File: src/rtl/elevator_pkg.sv
// elevator_pkg: shared controller state encoding and floor-count default
package elevator_pkg;
  localparam int DEF_NUM_FLOORS = 10;
  typedef enum logic [1:0] {IDLE, MOVE_UP, MOVE_DOWN, DOOR_OPEN} ctrl_state_t;
endpackage

File: src/rtl/elevator_ctrl_if.sv
// elevator_ctrl_if: request handshake, door button and car status bundle
interface elevator_ctrl_if #(parameter int FLOOR_BITS = 4);
  logic [FLOOR_BITS-1:0] req;
  logic req_valid;
  logic req_ready;
  logic door_hold;
  logic [FLOOR_BITS-1:0] floor;
  logic up;
  logic down;
  logic open;
  logic arrived;
  logic req_err;
  modport master (
    output req, req_valid, door_hold,
    input req_ready, floor, up, down, open, arrived, req_err
  );
  modport slave (
    input req, req_valid, door_hold,
    output req_ready, floor, up, down, open, arrived, req_err
  );
endinterface

File: src/rtl/cycle_timer.sv
// cycle_timer: wrapping interval counter flagging the last cycle of each interval
module cycle_timer #(
  parameter int CYCLES = 8
) (
  input  logic clk,
  input  logic resetN,
  input  logic clear,
  input  logic enable,
  output logic done
);
  localparam int W = $clog2(CYCLES);
  logic [W-1:0] count;
  assign done = count == W'(CYCLES - 1);
  // count while enabled, wrap after the last cycle, clear has priority
  always_ff @(posedge clk or negedge resetN)
    if (!resetN) count <= '0;
    else if (clear) count <= '0;
    else if (enable) count <= done ? '0 : count + W'(1);
endmodule

File: src/rtl/elevator_ctrl.sv
// elevator_ctrl: car-motion controller driving travel between floors and door dwell
module elevator_ctrl
  import elevator_pkg::*;
#(
  parameter int NUM_FLOORS    = DEF_NUM_FLOORS,
  parameter int FLOOR_BITS    = $clog2(NUM_FLOORS),
  parameter int TRAVEL_CYCLES = 8,
  parameter int DOOR_CYCLES   = 16
) (
  input logic clk,
  input logic resetN,
  elevator_ctrl_if.slave bus
);
  ctrl_state_t state, next_state;
  logic [FLOOR_BITS-1:0] target, step_floor;
  logic accept, out_range, moving, t_done, d_done;
  assign bus.req_ready = state == IDLE;
  assign accept = bus.req_valid & bus.req_ready;
  assign out_range = {1'b0, bus.req} >= (FLOOR_BITS + 1)'(NUM_FLOORS);
  assign moving = state == MOVE_UP || state == MOVE_DOWN;
  assign step_floor = state == MOVE_DOWN ? bus.floor - FLOOR_BITS'(1) : bus.floor + FLOOR_BITS'(1);
  cycle_timer #(.CYCLES(TRAVEL_CYCLES)) u_travel (
    .clk(clk), .resetN(resetN), .clear(!moving), .enable(moving), .done(t_done)
  );
  cycle_timer #(.CYCLES(DOOR_CYCLES)) u_door (
    .clk(clk), .resetN(resetN), .clear(state != DOOR_OPEN || bus.door_hold),
    .enable(state == DOOR_OPEN), .done(d_done)
  );
  // state register
  always_ff @(posedge clk or negedge resetN)
    if (!resetN) state <= IDLE;
    else state <= next_state;
  // next state: dispatch on accept, stop at target, close door after dwell
  always_comb begin
    next_state = state;
    case (state)
      IDLE:      if (accept && !out_range)
                   next_state = bus.req == bus.floor ? DOOR_OPEN : bus.req > bus.floor ? MOVE_UP : MOVE_DOWN;
      MOVE_UP,
      MOVE_DOWN: if (t_done && step_floor == target) next_state = DOOR_OPEN;
      DOOR_OPEN: if (d_done && !bus.door_hold) next_state = IDLE;
      default:   next_state = IDLE;
    endcase
  end
  // car position, latched target and registered status outputs
  always_ff @(posedge clk or negedge resetN)
    if (!resetN) begin
      bus.floor   <= '0;
      target      <= '0;
      bus.up      <= 1'b0;
      bus.down    <= 1'b0;
      bus.open    <= 1'b0;
      bus.arrived <= 1'b0;
      bus.req_err <= 1'b0;
    end else begin
      if (accept) target <= bus.req;
      if (moving && t_done) bus.floor <= step_floor;
      bus.up      <= next_state == MOVE_UP;
      bus.down    <= next_state == MOVE_DOWN;
      bus.open    <= next_state == DOOR_OPEN;
      bus.arrived <= next_state == DOOR_OPEN && state != DOOR_OPEN;
      bus.req_err <= accept && out_range;
    end
endmodule
File: src/flat_wrapper.sv
// flat-port wrapper written by rule: the top's interface ports become plain ports
module elevator_ctrl_flat import elevator_pkg::*;
#(
  parameter int NUM_FLOORS    = DEF_NUM_FLOORS,
  parameter int FLOOR_BITS    = $clog2(NUM_FLOORS),
  parameter int TRAVEL_CYCLES = 8,
  parameter int DOOR_CYCLES   = 16
)
  (clk, resetN, bus_req, bus_req_valid, bus_door_hold, bus_req_ready, bus_floor, bus_up, bus_down, bus_open, bus_arrived, bus_req_err);
  elevator_ctrl_if #(.FLOOR_BITS(FLOOR_BITS)) bus_i ();
  input logic clk;
  input logic resetN;
  input wire logic [$bits(bus_i.req)-1:0] bus_req;
  input wire logic [$bits(bus_i.req_valid)-1:0] bus_req_valid;
  input wire logic [$bits(bus_i.door_hold)-1:0] bus_door_hold;
  output wire logic [$bits(bus_i.req_ready)-1:0] bus_req_ready;
  output wire logic [$bits(bus_i.floor)-1:0] bus_floor;
  output wire logic [$bits(bus_i.up)-1:0] bus_up;
  output wire logic [$bits(bus_i.down)-1:0] bus_down;
  output wire logic [$bits(bus_i.open)-1:0] bus_open;
  output wire logic [$bits(bus_i.arrived)-1:0] bus_arrived;
  output wire logic [$bits(bus_i.req_err)-1:0] bus_req_err;
  assign bus_i.req = bus_req;
  assign bus_i.req_valid = bus_req_valid;
  assign bus_i.door_hold = bus_door_hold;
  assign bus_req_ready = bus_i.req_ready;
  assign bus_floor = bus_i.floor;
  assign bus_up = bus_i.up;
  assign bus_down = bus_i.down;
  assign bus_open = bus_i.open;
  assign bus_arrived = bus_i.arrived;
  assign bus_req_err = bus_i.req_err;
  elevator_ctrl #(.NUM_FLOORS(NUM_FLOORS), .FLOOR_BITS(FLOOR_BITS), .TRAVEL_CYCLES(TRAVEL_CYCLES), .DOOR_CYCLES(DOOR_CYCLES)) u_core (.clk(clk), .resetN(resetN), .bus(bus_i));
endmodule
File: config.mk
export PLATFORM = sky130hd
export DESIGN_NAME = elevator_ctrl_flat
export DESIGN_NICKNAME = d
export VERILOG_FILES = /design/src/rtl/elevator_pkg.sv /design/src/rtl/elevator_ctrl_if.sv /design/src/rtl/cycle_timer.sv /design/src/rtl/elevator_ctrl.sv /design/src/flat_wrapper.sv
export SDC_FILE = /design/constraint.sdc
export NUM_CORES = 1
export LEC_CHECK = 0
export ABC_AREA = 1
export CORE_MARGIN = 2
export CORE_UTILIZATION = 55
export CTS_BUF_LIST = sky130_fd_sc_hd__clkbuf_4
export DETAILED_ROUTE_END_ITERATION = 8
export PLACE_DENSITY = 0.8
export RECOVER_POWER = 100
export SKIP_CTS_REPAIR_TIMING = 1
export SLEW_MARGIN = 20
export SYNTH_ARGS = -nofsm -noshare
export SYNTH_HDL_FRONTEND = slang
export SYNTH_SLANG_ARGS = --single-unit
File: constraint.sdc
create_clock -name clk -period 2.6 [get_ports clk]
set_input_delay 0.39 -clock clk [delete_from_list [all_inputs] [get_ports clk]]
set_output_delay 0.39 -clock clk [all_outputs]
set_load 0.01 [all_outputs]
==> results_dict.tcl <==
set metrics [dict create \
    synth_area_um2 1290 \
    drt-wirelength-per-cell_um 12.6 \
    fin_cells 207 \
    ir_drop_mv 0.338 \
    finalHoldViolCount 0 \
    htreeDepth 1 \
    drtAntennaViolNets 0 \
    fin_worst_skew_ns 0.00435 \
    setup_tns_ns 0 \
    critPathMaxFanout 6 \
    synthCells 157 \
    fp-row-count 17 \
    hold_path_depth 1 \
    grt_pass1_wl_um 4530 \
    slew_violations 0 \
    rsz0062_at_grt "false" \
    critPathKind "reg -> reg" \
    clock-sinks 22 \
    dieWidth_um 52.5 \
    synth-compound-area-share 0.0551 \
    yosysWarnings 0 \
    r2r.worst_path.cells 18 \
    cts_inserted_buffers 3 \
    setup_viol 0 \
    critical_path_buf_inv_count 4 \
    clk_path_buf_depth 2 \
    cts_tree "done" \
    gp_congestion 0.910 \
    crit_path_start_kind "flip-flop" \
    crit_slowest_cell "dfrtp_1" \
    synth.area.top_cells "dfrtp_1 (43%), nand2_1 (12%), ha_1 (12%), inv_1 (5.8%), nand3_2 (3.9%)" \
    crit_cells 18 \
    dieArea_um2 2760 \
    relSlewSlack 0.203 \
    num_vias 1064 \
    root_buffer "clkbuf_4" \
    status "complete, no violations" \
    layout-drive-gt1-share 0.128 \
    synth.avg_cell_area_um2 8.25 \
    vias_per_cell 5.14 \
    ys_types 24 \
    arrival_ns 2.68 \
    clk_pin_slew_worst_paths_ns 0.13 \
    holdWs_ns 0.456 \
    max_freq_mhz 408 \
    firstDrtPassIters 6 \
    cp_cell_sequence "inv_1 -> ha_1 -> nand2_1 -> inv_2 -> nor2_1 -> ha_1 -> inv_1 -> nor2_1 -> nor2_1 -> nand4_1 -> nor2_4 -> nand3_1 -> nand2_1 -> nand2_1 -> nand2_2 -> nand2_1 -> inv_2 -> nor2_2" \
    drc 0 \
    antennaDiodeCount 0 \
    first_iter_violations 14 \
    syn_to_final_growth_pct 18.8 \
    cp.required_ns 2.84 \
    leakage_nw 0.838 \
    antenna_found_initial 0 \
    end_kind "flip-flop" \
    synth_edf_count 0 \
    ys_seq_elements 22 \
    seq_area_frac_synth 0.425 \
    grt_use_total 0.224 \
    layout_min_cycle_time_ns 2.45 \
    synthesis.nets 177 \
    netlist.top_cell.by_area "dfrtp_1" \
    coreArea_um2 2210 \
    dp_slack_ns 0.233 \
    synthXorXnorAreaFrac 0.0203 \
    routed_wl_um 2600 \
    post-dp-hpwl_um 1990 \
    worstMarginPinSlew_ns 1.20 \
    clock_latency_ns 0.32 \
    synth-simple-area-share 0.311 \
    p_per_area_nw_per_um2 415 \
    synth_top_family_by_area "simple AND/OR/NAND/NOR gates" \
    slowest_delay_ns 0.43 \
    crit_top_cell "nand2_1" \
    grt_pass1_vias 1089 \
    synth_top_area_share 0.425 \
    ys.flop_type "dfrtp_1" \
    synth.area.mux_share 0 \
    io_buffers 17 \
    die_height_um 52.5 \
    power_mw 0.638 \
    io_pins 18 \
    fin_crit_sh 0.942 \
    crit_family "simple AND/OR/NAND/NOR gates" \
    synthAdderAreaFrac 0.116 \
    fin_ws_ns 0.152 \
    grt_max_degree 23 \
    cap_viol_max_count 0 \
    async_flop_share 1.00 \
    initial_core_util 0.585 \
    grt_overflow 0 \
    holdCritPathClass "reg -> reg" \
    dpl.cell_count 203 \
    fin_nets 200 \
]
layer usage:
layer  wire length (um)  up-vias  track usage
li1                   -      535            -
met1               1130      504        0.268
met2               1320       21        0.388
met3                112        4       0.0429
met4                 47        0       0.0940
met5                  0        -            0
cell families after synthesis:
logic type | after synthesis
xor gates and xnor gates | 3
buffers and inverters | 25
AOI/OAI and AO/OA | 13
DFF | 22
and+or+nand+nor | 82
adders and majority gates | 12
worst reg2reg max path: cells and delay by family, from the launching register on:
family        cells  cell delay, ns
fa+ha+maj         2            0.59
buf+inv           4            0.38
flops             1            0.43
simple gates     12            0.96
registers in the layout, summed over array words and instances (netlist names):
name and flops:
u_core.bus.floor 4, u_core.target 4, u_core.u_door.count 4, u_core.u_travel.count 3
u_core.state 2, u_core.bus.arrived 1, u_core.bus.down 1, u_core.bus.open 1
u_core.bus.req_err 1, u_core.bus.up 1
per-stage QoR:
| stage | instance area, um2 | util |
|---|---|---|
| floorplan | 1290 | - |
| global placement | 1510 | 0.682 |
| detailed placement | 1510 | 0.682 |
| CTS | 1560 | 0.705 |
| global route | 1540 | 0.696 |
| finish | 1540 | 0.696 |
synthesized netlist by cell type (2+ instances only):
| library cell | n |
|---|---|
| nor3b_1 | 2 |
| nor2_4 | 2 |
| dfrtp_1 | 22 |
| nor2_1 | 12 |
| nand2_2 | 7 |
| nand3_1 | 7 |
| a21oi_1 | 4 |
| nand2_1 | 41 |
| nand3_2 | 5 |
| xor2_1 | 2 |
| nor2_2 | 2 |
| ha_1 | 12 |
| inv_2 | 5 |
| o21ai_0 | 5 |
| inv_1 | 20 |
final cells by class:
cell class	instances	area [um2]
Inverter	25	93.8
Clock inverter	1	30.0
Timing Repair Buffer	18	174
Fill cell	199	673
Clock buffer	3	22.5
Multi-Input combinational cell	110	633
Sequential cell	22	551
Tap cell	28	35.0
layout by cell type (no fill, tap or decap), types with 2 or more instances in the layout:
cell and instances:
nand2_1 41, dfrtp_1 22, inv_1 21, nand2_2 7
clkdlybuf4s50_1 6, a21oi_1 4, nor2_1 13, ha_1 12
nor3b_1 2, nand3_1 9, dlygate4sd3_1 11, nor2_2 2
nand3_2 3, xor2_1 2, clkbuf_4 3, inv_2 4
o21ai_0 5
worst paths after layout:
| check | from | endpoint | slack [ns] |
|---|---|---|---|
| setup / recovery | u_core.state[0] | u_core.bus.down | 0.15 |
| hold / removal | u_core.u_travel.count[0] | u_core.u_travel.count[0] | 0.46 |
| setup reg to reg | u_core.state[0] | u_core.bus.down | 0.15 |
| hold reg to reg | u_core.u_travel.count[0] | u_core.u_travel.count[0] | 0.46 |
| max in group asynchronous | resetN | u_core.bus.floor[3] | 1.08 |
| min in group asynchronous | resetN | u_core.state[0] | 0.81 |
power breakdown:
part | switching [mW] | internal, mW
Clock | 0.113 | 0.156
Sequential | 0 | 0.342
Combinational | 0.0143 | 0.0123
No activity file was read; power rests on OpenSTA's default activity.
